$ cat config.mk
export PLATFORM = sky130hd
export DESIGN_NAME = ram_port_arbiter
export DESIGN_NICKNAME = d
export VERILOG_FILES = /design/src/rtl/ram_port_arbiter.sv
export SDC_FILE = /design/constraint.sdc
export NUM_CORES = 1
export LEC_CHECK = 0
export ABC_AREA = 1
export CAP_MARGIN = 10
export CORE_MARGIN = 2
export CORE_UTILIZATION = 37
export DETAILED_ROUTE_END_ITERATION = 8
export PLACE_DENSITY = 0.78
export SETUP_SLACK_MARGIN = 0.4
export SLEW_MARGIN = 10
export SYNTH_ARGS = -nofsm -noshare
export SYNTH_HDL_FRONTEND = slang
export SYNTH_SLANG_ARGS = --single-unit
export TNS_END_PERCENT = 10
$ cat constraint.sdc
create_clock -name clk -period 1.7 [get_ports clk]
set_input_delay 0.34 -clock clk [delete_from_list [all_inputs] [get_ports clk]]
set_output_delay 0.34 -clock clk [all_outputs]
set_load 0.03 [all_outputs]
$ cat src/rtl/ram_port_arbiter.sv
// Arbitrates a single-port synchronous RAM between the CPU port (C) and the loader port (L).
// Latency: ack two cycles after the IDLE grant. Backpressure: the loser's request is held off (c_stall for C).
module ram_port_arbiter #(
    parameter int ADDR_WIDTH = 4,
    parameter int DATA_WIDTH = 8,
    parameter int MAX_WAIT   = 3
) (
    input  logic                  clk,
    input  logic                  reset,
    input  logic                  c_req,
    input  logic                  c_we,
    input  logic [ADDR_WIDTH-1:0] c_addr,
    input  logic [DATA_WIDTH-1:0] c_wdata,
    output logic [DATA_WIDTH-1:0] c_rdata,
    output logic                  c_ack,
    output logic                  c_stall,
    input  logic                  l_req,
    input  logic                  l_we,
    input  logic [ADDR_WIDTH-1:0] l_addr,
    input  logic [DATA_WIDTH-1:0] l_wdata,
    output logic [DATA_WIDTH-1:0] l_rdata,
    output logic                  l_ack,
    output logic                  ram_we,
    output logic [ADDR_WIDTH-1:0] ram_addr,
    output logic [DATA_WIDTH-1:0] ram_wdata,
    input  logic [DATA_WIDTH-1:0] ram_rdata,
    output logic                  busy,
    output logic                  owner
);

    typedef enum logic [1:0] {IDLE, ISSUE, RESP} state_t;

    localparam logic [3:0] MAX_W = 4'(MAX_WAIT);

    state_t                state_q, state_d;
    logic [3:0]            wait_cnt_q, wait_cnt_d;
    logic                  owner_q, owner_d;
    logic                  ram_we_q, ram_we_d;
    logic [ADDR_WIDTH-1:0] ram_addr_q, ram_addr_d;
    logic [DATA_WIDTH-1:0] ram_wdata_q, ram_wdata_d;

    logic c_force, grant_l, grant_c;

    // C overrides L's fixed priority once it has lost MAX_WAIT arbitrations in a row.
    assign c_force = c_req && (wait_cnt_q == MAX_W);
    assign grant_l = l_req && !c_force;
    assign grant_c = c_req && !grant_l;

    always_comb begin
        state_d     = state_q;
        wait_cnt_d  = wait_cnt_q;
        owner_d     = owner_q;
        ram_we_d    = 1'b0;
        ram_addr_d  = ram_addr_q;
        ram_wdata_d = ram_wdata_q;
        case (state_q)
            IDLE: begin
                if (grant_l) begin
                    state_d     = ISSUE;
                    owner_d     = 1'b1;
                    ram_we_d    = l_we;
                    ram_addr_d  = l_addr;
                    ram_wdata_d = l_wdata;
                    if (c_req && (wait_cnt_q != MAX_W)) begin
                        wait_cnt_d = wait_cnt_q + 4'd1;
                    end
                end else if (grant_c) begin
                    state_d     = ISSUE;
                    owner_d     = 1'b0;
                    ram_we_d    = c_we;
                    ram_addr_d  = c_addr;
                    ram_wdata_d = c_wdata;
                    wait_cnt_d  = 4'd0;
                end
            end
            ISSUE:   state_d = RESP;
            RESP:    state_d = IDLE;
            default: state_d = IDLE;
        endcase
    end

    always_ff @(posedge clk or negedge reset) begin
        if (!reset) begin
            state_q     <= IDLE;
            wait_cnt_q  <= 4'd0;
            owner_q     <= 1'b0;
            ram_we_q    <= 1'b0;
            ram_addr_q  <= '0;
            ram_wdata_q <= '0;
        end else begin
            state_q     <= state_d;
            wait_cnt_q  <= wait_cnt_d;
            owner_q     <= owner_d;
            ram_we_q    <= ram_we_d;
            ram_addr_q  <= ram_addr_d;
            ram_wdata_q <= ram_wdata_d;
        end
    end

    // Acks decode straight from state so an async reset clears them immediately.
    assign c_ack     = (state_q == RESP) && !owner_q;
    assign l_ack     = (state_q == RESP) && owner_q;
    assign c_rdata   = c_ack ? ram_rdata : '0;
    assign l_rdata   = l_ack ? ram_rdata : '0;
    assign c_stall   = c_req && !c_ack;
    assign busy      = (state_q != IDLE);
    assign owner     = owner_q;
    assign ram_we    = ram_we_q;
    assign ram_addr  = ram_addr_q;
    assign ram_wdata = ram_wdata_q;

endmodule
# Word level (Yosys, flattened, before mapping)
# Cells that the tools add are included.
[totals]
register_bits = 20
in_bits = 38
out_inout_bits = 34
wordCells = 46
[classes]
add_sub_neg = 1
eq_ne = 6
n_mux = 17
reduce_logical = 16
[ops]
columns = ["op", "n"]
rows = [
  ["$mux W8", 4],
  ["$mux W4", 5],
  ["$logic_and A1 B1 Y1", 7],
  ["$mux W1", 5],
  ["$add A4 B1 Y4 const B", 1],
  ["$eq A4 B2 Y1 const B", 1],
  ["$logic_not A1 Y1", 4],
  ["$mux W2", 2],
  ["$ne A4 B2 Y1 const B", 1],
  ["$pmux W2 S2", 1],
  ["$reduce_bool A2 Y1", 2],
  ["$ne A3 B3 Y1 const B", 1],
  ["$reduce_and A3 Y1", 1],
  ["$eq A2 B1 Y1 const B", 1],
  ["$eq A2 B2 Y1 const B", 1],
  ["$logic_not A2 Y1", 1],
  ["$ne A2 B1 Y1 const B", 1],
  ["$reduce_and A2 Y1", 1],
]

# Logic depth before layout (Yosys ltp)
[logic_depth]
word_depth = 9
depth_mapped = 9
depth_no_buf = 8

# Worst setup path before layout
# OpenSTA, ideal clock, no wires.
[synth_timing]
kind = "reg2out"
from = "register owner_q (netlist: owner)"
to = "output l_rdata[0]"
arrival_ps = 1775
required_ps = 1360
path_slack_ps = -415
stages_incl_launch_ff = 5
path_buffers = 0
cell_sequence = "dfrtp_1 -> inv_1 -> nor3_2 -> inv_1 -> nor2_1"
[synth_between]
elab_chain_cells = 2
[synth_lines]
columns = ["item", "line_no", "rtl"]
rows = [
  ["from (decl)", "37", "logic owner_q, owner_d;"],
  ["from (signal assigned)", "93", "owner_q <= owner_d;"],
  ["$logic_and A1 B1 Y1", "102", "assign l_ack = (state_q == RESP) && owner_q;"],
  ["net l_ack", "22", "output logic l_ack,"],
  ["$mux W8", "104", "assign l_rdata = l_ack ? ram_rdata : '0;"],
  ["to (decl)", "21", "output logic [DATA_WIDTH-1:0] l_rdata,"],
]
# The timed path passes the listed nets, and every way through them passes these cells.

# Final worst setup path
[layout_timing]
from = "register state_q[0]"
to = "output l_rdata[3]"
[layout_between]
elab_chain_cells = 3
[layout_lines]
columns = ["item", "line_no", "rtl"]
rows = [
  ["from (decl)", "35", "state_t state_q, state_d;"],
  ["from (signal assigned)", "91", "state_q <= state_d;"],
  ["$eq A2 B2 Y1", "102", ""],
  ["$logic_and A1 B1 Y1", "102", ""],
  ["$mux W8", "104", ""],
]
# Every way passes these cells.

==> metrics.txt <==
sequential share of power=26.2%; count leader, synth=nand2_1; wire per inst=11.8 um; CTS root buffer=clkbuf_4; Slew headroom=77.6%; CTS tree=built; share of Yosys cell area claimed by the top area cell type=41.2%; total track usage=19.9%; failing checks=negative setup slack; crit start category=flip-flop; ant diodes=0; hold buffer count at CTS=0; drt drc=0; Mapped Cells=177; Comb pwr share=61.6%; first-pass GRT wire length=5490 um; Worst Hold Class=in -> async; vias in the first global route=1,266; Slew @ Worst Pin=0.336 ns; # rows=20; switching power=1.62 mW; R2R Path Start=wait_cnt_q[0]; Post-synth EDFFs=0; final setup margin=-0.0404 ns; Setup-failing EPs final=15; DP HPWL=2450 um; flops & latches, synth=20; Via Count=1,367; initial antenna violation count=0; IO Pins=72; pwr dens=1440 nW/um^2; Critical Path AT=1.40 ns; Hold Worst Slack=0.353 ns; grt ovf=0; fmax=575 MHz; ys flop type=dfrtp_1; die area=3750 um^2; Async SR Flop Fraction=100%; die height=61.3 um; Internal=1.63 mW; Worst Setup End Kind=primary output; leading cell types by count after synthesis=nand2_1 (48), inv_1 (38), nand3_1 (27), nor2_1 (22), dfrtp_1 (20); Fin. Hold Viols=0; synth top area cells=dfrtp_1 (41%), nand2_1 (15%), inv_1 (12%), nand3_1 (11%), nor2_1 (6.8%); status=finished with violations; Starting Density=39.4%; drt total wl=3530 um; Worst-Skew Late Latency=0.31 ns; Port Buf Inserts=71; H-tree depth=1; Syn Area/Cell=6.86 um^2; sw frac=49.8%; Num CTS Buffers=3; Yosys Warn Count=0; RSZ-0062 raised after global routing=yes; max-slew violation count=0; Cell variety after synth=21; Worst Path Max Fanout=8; Final period util=102%; Sink Count=20; Worst VDD drop=0.000923 V; First DRT Iteration DRCs=44; skew final=0.0152 ns; register area share after synthesis=41.2%; TritonRoute pass-1 iters=4; Core Util, Final=73.6%; fraction of layout cells with a size suffix above 1=42.0%; # fillers=247; Post-Syn Area=1210 um^2; Core ar.=3080 um^2; pin count of the biggest net entering global routing=21; fin crit period=1.74 ns; CTS max path bufs=2; DR vias/cell=4.57; Final Wtd Congestion=0.862; clock share of power=12.2%; Synth Net Count=216; antenna-violating nets left=0; Final nets=295; Worst Setup Path Type=reg -> out; Area Overhead vs Synth=86.6%; area leader, netlist=dfrtp_1; clock-pin transition on the worst setup and hold timing paths=0.13 ns; die width=61.3 um; MaxCap Viol Count=0; data required time of the worst path=1.36 ns; Static Leak=1.21 nW; crit path launch=state_q[0]
==> kinds of logic after synthesis <==
logic type               after synthesis  share of synthesized area [%]
buffers and inverters                 46                           16.3
AND/OR/NAND/NOR                      103                           37.7
AO/OA/AOI/OAI                          7                           3.71
adder cells (fa/ha/maj)                1                           1.03
flip-flops                            20                           41.2
==> cell type report <==
cell class	instances	area (um^2)	area share, %
multi-input cells	111	785	34.6
repair buffers	79	704	31.1
flip-flops and latches	20	502	22.2
inverters	41	166	7.35
well taps	44	55.1	2.43
clock inverters	1	30.0	1.33
clock buffers	3	22.5	0.994
==> critical path, stage by stage (launching register included) <==
cell,delay (ns)
dfrtp_2,0.47
nor3_4,0.24
inv_4,0.12
nor2_2,0.11
buf_6,0.14
==> per-layer routing <==
layer	track usage, %	up-vias	part of all wire, %
met3	5.67	5	9.5
met2	34.5	62	50
li1	-	685	-
met1	24.0	615	39
met4	5.59	0	0.91
met5	0	-	0
==> flip-flops by register name, indices dropped and copies added, names as in the netlist <==
register and count:
owner 1, ram_addr 4, ram_wdata 8, ram_we 1, state_q 2, wait_cnt_q 4
==> what timing repair did <==
| action | in CTS | in global routing |
|---|---|---|
| buffers inserted | 3 | 0 |
| endpoints found under the setup margin | 49 | 39 |
| pin swaps | 27 | 36 |
| resized for setup | 118 | 35 |
==> power by group through the flow <==
stage / registers (mW) / logic (mW) / clock network [mW]
6_report: 0.852 / 2.00 / 0.397
5_1_grt: 0.883 / 2.16 / 0.418
4_1_cts: 0.844 / 1.89 / 0.400
3_5_place_dp: 0.867 / 1.85 / 0
3_3_place_gp: 0.869 / 1.83 / 0
2_1_floorplan: 1.18 / 0.815 / 0
==> worst paths after layout <==
kind / to / slack [ns] / cells after the start
setup / recovery: l_rdata[3] / -0.04 / 4
hold / removal: ram_addr[3] / 0.35 / 2
setup reg to reg: ram_wdata[2] / 0.25 / 8
hold reg to reg: ram_addr[0] / 0.49 / 2
max in group asynchronous: ram_we / 1.12 / 2
min in group clk: ram_addr[0] / 0.49 / 2
==> stage by stage <==
stage               power (mW)  setup TNS, ns  std cells  area [um^2]  setup WS (ns)
floorplan                 2.00          -3.17        177         1250         -0.267
global route              3.46          -1.69        299         2260         -0.125
CTS                       3.14         -0.371        299         2120        -0.0514
finish                    3.25         -0.332        299         2260        -0.0404
global placement          2.70              0        292         1960         0.0685
detailed placement        2.72       -0.00673        292         1960       -0.00673
==> cell usage in the layout (no fill, tap or decap) <==
cell | netlist | routed
clkdlybuf4s50_1 | 0 | 35
inv_1 | 38 | 34
nand2_1 | 48 | 32
dfrtp_1 | 20 | 19
buf_4 | 1 | 15
nand3_2 | 0 | 14
buf_2 | 2 | 14
nand3_1 | 27 | 12
buf_6 | 1 | 12
nor2_1 | 22 | 11
nand2_4 | 2 | 11
nor2_2 | 0 | 7
nor2_4 | 1 | 5
nand2_2 | 0 | 5
inv_2 | 3 | 3
inv_4 | 0 | 3
o21ai_2 | 1 | 3
clkbuf_4 | 0 | 3
nor3_4 | 0 | 2
nand2_8 | 0 | 2
a21oi_2 | 1 | 2
clkinv_4 | 0 | 1
nand3_4 | 0 | 1
or2_0 | 1 | 1
o21ai_0 | 2 | 1
o21bai_1 | 1 | 1
ha_2 | 0 | 1
bufinv_16 | 0 | 1
dlymetal6s2s_1 | 0 | 1
dlygate4sd2_1 | 0 | 1
buf_8 | 1 | 1
dfrtp_2 | 0 | 1
Note: power is estimated with default switching activity, not from simulation.
